File: config.mk
export PLATFORM = sky130hd
export DESIGN_NAME = btb_nway
export DESIGN_NICKNAME = d
export VERILOG_FILES = /design/src/rtl/btb_pkg.sv /design/src/rtl/btb_lru.sv /design/src/rtl/btb_nway.sv
export SDC_FILE = /design/constraint.sdc
export NUM_CORES = 2
export LEC_CHECK = 0
export CAP_MARGIN = 20
export CORE_UTILIZATION = 58
export CTS_CLUSTER_SIZE = 24
export DETAILED_ROUTE_END_ITERATION = 10
export PLACE_DENSITY = 0.81
export SLEW_MARGIN = 25
export SYNTH_ARGS = -nofsm -noshare
export SYNTH_HDL_FRONTEND = slang
export SYNTH_SLANG_ARGS = --single-unit
File: constraint.sdc
create_clock -name clk -period 10.6 [get_ports clk]
set_clock_uncertainty 0.1 [all_clocks]
set_input_delay 1.59 -clock clk [delete_from_list [all_inputs] [get_ports clk]]
set_output_delay 1.59 -clock clk [all_outputs]
set_load 0.02 [all_outputs]
File: src/rtl/btb_pkg.sv
// Shared types and helpers for the n-way branch target buffer.
package btb_pkg;

    // Two-bit direction counter; the MSB is the taken prediction.
    typedef logic [1:0] btb_state_t;

    localparam btb_state_t ST_SNT = 2'b00;  // strong not-taken
    localparam btb_state_t ST_WNT = 2'b01;  // weak not-taken
    localparam btb_state_t ST_WT  = 2'b11;  // weak taken
    localparam btb_state_t ST_STK = 2'b10;  // strong taken

    // Saturating step of the direction counter toward the resolved outcome.
    function automatic btb_state_t next_state(input btb_state_t cur, input logic taken);
        btb_state_t nxt;
        nxt = cur;
        case (cur)
            ST_SNT:  nxt = taken ? ST_WNT : ST_SNT;
            ST_WNT:  nxt = taken ? ST_WT  : ST_SNT;
            ST_WT:   nxt = taken ? ST_STK : ST_WNT;
            ST_STK:  nxt = taken ? ST_STK : ST_WT;
            default: nxt = cur;
        endcase
        return nxt;
    endfunction

    function automatic int unsigned idx_w(input int unsigned num_sets);
        return $clog2(num_sets);
    endfunction

    function automatic int unsigned tag_w(input int unsigned xlen, input int unsigned num_sets);
        return xlen - idx_w(num_sets) - 2;
    endfunction

    // Way index / age width; a direct-mapped buffer still keeps one bit.
    function automatic int unsigned way_w(input int unsigned num_ways);
        return (num_ways > 1) ? $clog2(num_ways) : 1;
    endfunction

endpackage

File: src/rtl/btb_lru.sv
// Per-set LRU ages for the BTB. Ages form a permutation of 0..NUM_WAYS-1;
// the oldest way of the queried set is reported as the replacement candidate.
module btb_lru
    import btb_pkg::*;
#(
    parameter int unsigned NUM_SETS = 8,
    parameter int unsigned NUM_WAYS = 2,
    localparam int unsigned IDX_W = idx_w(NUM_SETS),
    localparam int unsigned WAY_W = way_w(NUM_WAYS)
) (
    input  logic             clk,
    input  logic             rst,
    input  logic             upd_touch,
    input  logic [IDX_W-1:0] upd_set,
    input  logic [WAY_W-1:0] upd_way,
    input  logic             rd_touch,
    input  logic [IDX_W-1:0] rd_set,
    input  logic [WAY_W-1:0] rd_way,
    input  logic [IDX_W-1:0] query_set,
    output logic [WAY_W-1:0] lru_way_c
);

    logic [WAY_W-1:0] age [NUM_SETS][NUM_WAYS];
    logic [NUM_SETS-1:0] set_touch;
    logic [WAY_W-1:0]    set_way [NUM_SETS];

    // Route each touch to its set; the two touches never share a set.
    always_comb begin
        for (int s = 0; s < int'(NUM_SETS); s++) begin
            set_touch[s] = (upd_touch && (IDX_W'(s) == upd_set)) ||
                           (rd_touch  && (IDX_W'(s) == rd_set));
            set_way[s]   = (upd_touch && (IDX_W'(s) == upd_set)) ? upd_way : rd_way;
        end
    end

    // Touched way becomes youngest; ways younger than it age by one.
    always_ff @(posedge clk) begin
        if (rst) begin
            for (int s = 0; s < int'(NUM_SETS); s++) begin
                for (int w = 0; w < int'(NUM_WAYS); w++) begin
                    age[s][w] <= WAY_W'(w);
                end
            end
        end else begin
            for (int s = 0; s < int'(NUM_SETS); s++) begin
                if (set_touch[s]) begin
                    for (int w = 0; w < int'(NUM_WAYS); w++) begin
                        if (WAY_W'(w) == set_way[s]) begin
                            age[s][w] <= '0;
                        end else if (age[s][w] < age[s][set_way[s]]) begin
                            age[s][w] <= age[s][w] + WAY_W'(1);
                        end
                    end
                end
            end
        end
    end

    // Oldest way of the queried set (age NUM_WAYS-1).
    always_comb begin
        lru_way_c = '0;
        for (int w = 0; w < int'(NUM_WAYS); w++) begin
            if (age[query_set][w] == WAY_W'(NUM_WAYS - 1)) begin
                lru_way_c = WAY_W'(w);
            end
        end
    end

endmodule

File: src/rtl/btb_nway.sv
// Set-associative branch target buffer with zero-cycle lookup and LRU
// replacement. Define BTB_BYPASS_EN to forward a same-cycle update of the
// looked-up PC to the read outputs.
module btb_nway
    import btb_pkg::*;
#(
    parameter int unsigned NUM_SETS = 8,
    parameter int unsigned NUM_WAYS = 2,
    parameter int unsigned XLEN     = 32
) (
    input  logic            clk,
    input  logic            rst,
    input  logic [XLEN-1:0] rd_pc,
    input  logic            rd_en,
    output logic            rd_hit,
    output logic            rd_taken,
    output logic [XLEN-1:0] rd_target,
    input  logic            upd_valid,
    input  logic [XLEN-1:0] upd_pc,
    input  logic [XLEN-1:0] upd_target,
    input  logic            upd_taken,
    input  logic            inv_all
);

    localparam int unsigned IDX_W = idx_w(NUM_SETS);
    localparam int unsigned TAG_W = tag_w(XLEN, NUM_SETS);
    localparam int unsigned WAY_W = way_w(NUM_WAYS);

    logic [NUM_WAYS-1:0] valid   [NUM_SETS];
    logic [TAG_W-1:0]    tags    [NUM_SETS][NUM_WAYS];
    logic [XLEN-1:0]     targets [NUM_SETS][NUM_WAYS];
    btb_state_t          states  [NUM_SETS][NUM_WAYS];

    logic [IDX_W-1:0] r_idx, u_idx;
    logic [TAG_W-1:0] r_tag, u_tag;
    logic             r_hit, u_hit;
    logic [WAY_W-1:0] r_way, u_way, vic_way, lru_way, wr_way;
    logic             upd_write, rd_touch;
    btb_state_t       new_state;
    logic [XLEN-1:0]  new_target;
    logic             unused_pc_lsb;

    assign r_idx = rd_pc[IDX_W+1:2];
    assign r_tag = rd_pc[XLEN-1:IDX_W+2];
    assign u_idx = upd_pc[IDX_W+1:2];
    assign u_tag = upd_pc[XLEN-1:IDX_W+2];
    assign unused_pc_lsb = ^{rd_pc[1:0], upd_pc[1:0]};

    // Tag compare for lookup and update ports; the lowest matching way wins.
    always_comb begin
        r_hit = 1'b0;
        r_way = '0;
        u_hit = 1'b0;
        u_way = '0;
        for (int w = int'(NUM_WAYS) - 1; w >= 0; w--) begin
            if (valid[r_idx][w] && (tags[r_idx][w] == r_tag)) begin
                r_hit = 1'b1;
                r_way = WAY_W'(w);
            end
            if (valid[u_idx][w] && (tags[u_idx][w] == u_tag)) begin
                u_hit = 1'b1;
                u_way = WAY_W'(w);
            end
        end
    end

    // Victim: lowest invalid way, otherwise the oldest way.
    always_comb begin
        vic_way = lru_way;
        for (int w = int'(NUM_WAYS) - 1; w >= 0; w--) begin
            if (!valid[u_idx][w]) begin
                vic_way = WAY_W'(w);
            end
        end
    end

    // Post-update entry contents and the LRU touches for this cycle.
    always_comb begin
        upd_write  = upd_valid && !inv_all && !rst && (u_hit || upd_taken);
        wr_way     = u_hit ? u_way : vic_way;
        new_state  = u_hit ? next_state(states[u_idx][u_way], upd_taken) : ST_WT;
        new_target = (u_hit && !upd_taken) ? targets[u_idx][u_way] : upd_target;
        rd_touch   = rd_en && r_hit && !rst && !inv_all &&
                     !(upd_valid && (u_idx == r_idx));
    end

    // Entry storage; invalidate-all and reset only clear valid bits.
    always_ff @(posedge clk) begin
        if (rst || inv_all) begin
            for (int s = 0; s < int'(NUM_SETS); s++) begin
                valid[s] <= '0;
            end
        end else if (upd_write) begin
            valid[u_idx][wr_way]   <= 1'b1;
            tags[u_idx][wr_way]    <= u_tag;
            targets[u_idx][wr_way] <= new_target;
            states[u_idx][wr_way]  <= new_state;
        end
    end

    btb_lru #(
        .NUM_SETS (NUM_SETS),
        .NUM_WAYS (NUM_WAYS)
    ) u_lru (
        .clk       (clk),
        .rst       (rst),
        .upd_touch (upd_write),
        .upd_set   (u_idx),
        .upd_way   (wr_way),
        .rd_touch  (rd_touch),
        .rd_set    (r_idx),
        .rd_way    (r_way),
        .query_set (u_idx),
        .lru_way_c (lru_way)
    );

`ifdef BTB_BYPASS_EN
    logic byp;
    assign byp = upd_write && (rd_pc[XLEN-1:2] == upd_pc[XLEN-1:2]);
`endif

    // Zero-cycle lookup outputs, forced low during reset.
    always_comb begin
        rd_hit    = 1'b0;
        rd_taken  = 1'b0;
        rd_target = '0;
`ifdef BTB_BYPASS_EN
        if (byp) begin
            rd_hit    = 1'b1;
            rd_taken  = new_state[1];
            rd_target = new_target;
        end else
`endif
        if (r_hit && !rst) begin
            rd_hit    = 1'b1;
            rd_taken  = states[r_idx][r_way][1];
            rd_target = targets[r_idx][r_way];
        end
    end

endmodule

# --- Yosys cells after proc, flatten, opt, wreduce, memory -nomap -nowiden ---
# Memory sizes are Yosys's and may differ from the RTL's.
# Index checks and enable logic that the tools add are counted.
word_totals:
  ff_bits: 0
  ramBits: 1008
  in_bits: 102
  out_inout_bits: 34
  n_memories: 5
classes:
  addsub: 16
  order_cmp: 30
  n_eq_ne: 22
  muxes: 261
  bitwise: 43
  reduce_logical: 50
mem_list:
  columns: ["name", "depth", "word_bits", "read_ports", "rd_ports_with_merged_regs", "wr", "line_no", "text"]
  rows:
  - ["targets", 8, 64, 2, 0, 1, "btb_nway.sv:31", "logic [XLEN-1:0] targets [NUM_SETS][NUM_WAYS];"]
  - ["tags", 8, 54, 2, 0, 1, "btb_nway.sv:30", "logic [TAG_W-1:0] tags [NUM_SETS][NUM_WAYS];"]
  - ["states", 8, 4, 2, 0, 1, "btb_nway.sv:32", "btb_state_t states [NUM_SETS][NUM_WAYS];"]
  - ["u_lru.age", 8, 2, 9, 0, 8, "btb_lru.sv:23", "logic [WAY_W-1:0] age [NUM_SETS][NUM_WAYS];"]
  - ["valid", 8, 2, 2, 0, 8, "btb_nway.sv:29", "logic [NUM_WAYS-1:0] valid [NUM_SETS];"]
op_table:
  columns: ["op", "count"]
  rows:
  - ["$mux W32", 9]
  - ["$mux W1", 229]
  - ["$eq A27 B27 Y1", 4]
  - ["$mux W64", 1]
  - ["$mux W54", 1]
  - ["$demux W32 S1", 1]
  - ["$logic_and A1 B1 Y1", 32]
  - ["$or A1 B1 Y1", 32]
  - ["$demux W27 S1", 1]
  - ["$mux W27", 1]
  - ["$mux W2", 13]
  - ["$eq A3 B3 Y1 const A", 8]
  - ["$ge A2 B2 Y1 const B", 11]
  - ["$not A1 Y2", 11]
  - ["$add A1 B1 Y1 const B", 16]
  - ["$lt A1 B1 Y1", 16]
  - ["$eq A2 B3 Y1 const A", 4]
  - ["$logic_or A1 B1 Y1", 10]
  - ["$pmux W2 S4", 1]
  - ["$eq A1 B3 Y1 const A", 2]
  - ["$logic_not A3 Y1", 2]
  - ["$eq A2 B2 Y1 const B", 2]
  - ["$logic_not A1 Y1", 4]
  - ["$mux W4", 1]
  - ["10 further kinds", 10]

# --- Logic depth before layout (Yosys ltp) ---
# An unclocked memory read counts as a cell.
depth:
  word_depth: 20
  mapped_depth: 17
  ltp_nobuf: 13

# --- Hierarchy ---
# Synthesis repeated with hierarchy kept, for this count alone.
hier_totals:
  hier_cells: 2795
  hier_area_um2: 47884.7
modules_own_cells:
  columns: ["mod", "n_inst", "cells_each", "area_each_um2"]
  rows:
  - ["btb_nway", 1, 2645, 46510.9]
  - ["btb_lru", 1, 150, 1373.8]

# --- Least setup slack after synthesis ---
# No wires, ideal clock.
synth_path:
  path_kind: "input to register"
  from: "input upd_pc[3]"
  to: "memory u_lru.age[5][1] (netlist name) (enable)"
  t_arrival_ns: 8.600
  required_time_ns: 10.244
  slack_ns: 1.645
  path_stages: 13
  path_cell_list: "buf_2 buf_4 buf_2 mux4_2 mux2i_1 xor2_1 nand4_1 nor4_1 and2_1 o211ai_2 nor3_1 o21bai_1 a21oi_1"
synth_rtl:
  columns: ["item", "line_no", "text"]
  rows:
  - ["start, declared", "btb_nway.sv:19", "input logic [XLEN-1:0] upd_pc,"]
  - ["end, declared", "btb_lru.sv:23", null]

# --- Worst setup path in the final report ---
layout_path:
  from: "input rd_pc[3]"
  to: "output rd_target[29]"
layout_between:
  elab_chain_len: 10
  elab_cells_between_ends: 16
layout_lines:
  columns: ["item", "line_no", "text"]
  rows:
  - ["start, declared", "btb_nway.sv:13", "input logic [XLEN-1:0] rd_pc,"]
  - ["$mem_v2 Z8 W54", null, null]
  - ["$eq A27 B27 Y1", "btb_nway.sv:56", "if (valid[r_idx][w] && (tags[r_idx][w] == r_tag)) begin"]
  - ["$logic_and A1 B1 Y1", "btb_nway.sv:56", null]
  - ["$mux W1 (2 in series)", "btb_nway.sv:56", null]
  - ["$not A1 Y2 (implied by the code)", "btb_nway.sv:137", "rd_target = targets[r_idx][r_way];"]
  - ["$mux W32 (implied by the code) (3 in series)", "btb_nway.sv:137", null]
  - ["$mux W32 (*)", "btb_nway.sv:134", "if (r_hit && !rst) begin"]
  - ["end, declared", "btb_nway.sv:17", "output logic [XLEN-1:0] rd_target,"]
# Every way passes the cells marked *; elsewhere a longest branch is shown, timed or not. The select of a mux whose other input is x is not followed.

==> flow_summary.toml <==
[status]
status = "finished clean"

[final_layout]
design_area_um2 = 54200
fin_nets = 2889
syn_to_final_growth_pct = 12.2
stdcell_count = 3941
multi_input_area_um2 = 17300
nFillCells = 5295
post_route_cells_drive_above_1_share = 0.282
seq_area_um2 = 30100

[pwr]
p_int_mw = 6.67
pwr-share-seq = 0.510
ir_drop_uv = 144
power_density_nw_per_um2 = 159
switching_power_mw = 1.95
power_leakage_nw = 17.3
combinationalPowerShare = 0.082
swShare = 0.226
clock_power_share = 0.408

[synthesis]
synthCells = 2657
synth_compound_area_frac = 0.0536
synth.distinct_cells = 79
synth-simple-area-share = 0.0312
ys_ff_latch = 1008
synth_top_area_share = 0.616
yosysTopAreaCell = "edfxtp_1"
muxShareOfSynthArea = 0.253
syn_nets = 2759
synth_top_family_by_area = "multiplexers"
synth-edff-count = 990
synth_area_um2 = 48300
synth_warnings = 0
synth_most_common_cell = "edfxtp_1"
async_flop_share = 0
ys.flop_type = "edfxtp_1"
synth_fa_ha_area_frac = 0
synth_common_cells = "990 x edfxtp_1, 402 x mux4_2, 164 x mux2i_1"
ys_seq_area_frac = 0.623
synth-xor-area-share = 0.0189
synth_area_per_cell_um2 = 18.2
synth_area_leaders = "edfxtp_1 62%, mux4_2 19%, mux2i_1 3.4%, mux2_2 3.1%, xnor2_1 1.3%"

[flow_run]
maxCapViolCount = 0

[global_route]
grtUsageTotal = 0.332
grt_pass1_wl_um = 204000
overflow = 0
antenna_found_initial = 4
grt_pass1_vias = 30132
grt_start_max_net_pins = 141

[critical_path]
worst_setup_path_start_kind = "primary input"
endpoint_kind = "primary output"
reg2reg_from = "tags[2][39]$_DFFE_PP_"
critPathMaxFanout = 72
criticalPathCategory = "in -> out"
arrival_ps = 7330
ff2ff_setup_slack_ps = 5030
critPathLaunch = "rd_pc[3]"
worstPathRequired_ps = 8910

[place]
routabilityCongestion = 0.973
numPortBuffers = 131
dpl_worst_slack_ps = 1710
place_area_um2 = 50900
dpl.hpwl_um = 79300
dp_cells = 3753

[floorplanning]
dieHeight_um = 290
rows = 105
die_w_um = 290
dieArea_um2 = 84400
fp.coreArea_um2 = 82200
ios = 136
initial_utilization = 0.587

[routing]
post_drt_wl_per_cell_um = 35.4
vias = 29635
wl_met3_um = 17500
dr_wl_met2_um = 65900
vias_per_cell = 7.52
dr.first_iter.drc_count = 4659
drc = 0
wl_um = 139000
routed.top_layer = "met5"
drtAntennaViolNets = 0
dr.pass1.iters = 6
wl_met1_um = 49400

[timing]
max_freq_mhz = 111
period_share = 0.850
final.min_clock_period_ps = 9020
fin_tns_setup_ps = 0
max_slew.worst_pin.slew_ps = 1180
maxSlewViolCount = 0
fin_ws_ps = 1580
slew_headroom = 0.216
finalSetupViolations = 0
hold_violations = 0
rsz0062_at_grt = "false"

[cts]
hold_buffers = 0
postCtsSetupBuffers = 0
cts_buffer_depth = 3
htreeDepth = 3
cts_buffers = 101
root_buffer = "clkbuf_16"
ctsResizeCount = 0
cts_tree = "done"
clk_latency_ps = 680
path_clk_slew_ps = 60
clkSinkCount = 1008

[worst_hold_path]
hold_class = "reg -> reg"
worstHoldStart = "u_lru.age[0][1]$_SDFFE_PP0P_"
## state kept, by name, summed over array words and instances (netlist names)
signal     count
targets      512
u_lru.age     16
tags         432
states        32
valid         16
## per-layer routing
layer	global-route usage	vias to the layer above
met3	0.0727	433
li1	-	11559
met4	0.150	4
met2	0.516	2423
met5	0	-
met1	0.454	15216
## layout by cell type (no fill, tap or decap), types with 8 or more instances in the layout
master,n
edfxtp_1,990
mux4_2,402
mux2i_1,164
mux2_2,132
clkdlybuf4s50_1,125
clkbuf_16,102
o22ai_1,90
a211oi_1,79
buf_4,77
xnor2_1,72
nand2_1,61
a21oi_1,36
nor2_1,33
xor2_1,32
clkbuf_1,22
nand4_1,21
clkinv_2,20
clkinv_1,19
nor2b_1,19
a221oi_1,18
nand3_1,18
and2_0,18
dfxtp_1,18
a22oi_1,17
a21o_1,17
nand2b_1,15
and2_1,15
inv_1,12
nor3_1,12
nor4_1,11
a2bb2oi_1,10
o21ai_0,9
a31oi_1,8
nor2_4,8
bufinv_16,8
## metrics by stage
stage | hold slack (ps) | utilization | power, mW
floorplan | 330 | - | 4.93
global placement | 343 | 0.618 | 5.15
detailed placement | 353 | 0.619 | 5.17
CTS | 361 | 0.658 | 8.63
global route | 375 | 0.658 | 8.81
finish | 361 | 0.658 | 8.63
## cell families (layout without fill, tap and decap cells)
logic type / after synthesis / count (layout)
DFF: 1008 / 1008
AOI/OAI and AO/OA: 357 / 357
other: 0 / 6
and+or+nand+nor: 280 / 280
muxes: 699 / 699
xor gates and xnor gates: 104 / 104
buffers and inverters: 209 / 417
## layout make-up
class | count | share of cell area
Tap cell | 1070 | 0.0247
Antenna cell | 6 | 0.000277
Timing Repair Buffer | 217 | 0.0386
Clock buffer | 127 | 0.0494
Clock inverter | 54 | 0.0100
Multi-Input combinational cell | 1440 | 0.320
Sequential cell | 1008 | 0.556
Inverter | 19 | 0.00139
## critical path, cell delays in order
cell and delay [ps]:
buf_8 520, buf_4 430, mux4_2 360, mux2i_1 180, xnor2_1 170, nor4_1 750
nand4_1 290, or4_1 600, nand2b_1 760, buf_4 370, and2_0 150, a211oi_1 60
a211oi_1 360, clkdlybuf4s50_1 690
## final timing paths
kind / endpoint / cells past startpoint
setup reg to reg: u_lru.age[1][0]$_SDFFCE_PP1P_ / 11
hold reg to reg: u_lru.age[0][1]$_SDFFE_PP0P_ / 2
setup / recovery: rd_target[29] / 14
hold / removal: u_lru.age[0][1]$_SDFFE_PP0P_ / 2
## power groups by stage
stage	registers (mW)	logic [mW]	clock network, mW
floorplan	4.48	0.451	0
global placement	4.48	0.675	0
detailed placement	4.48	0.690	0
CTS	4.40	0.695	3.54
global route	4.40	0.735	3.68
finish	4.40	0.707	3.52
Power figures use the tool's default switching activity.
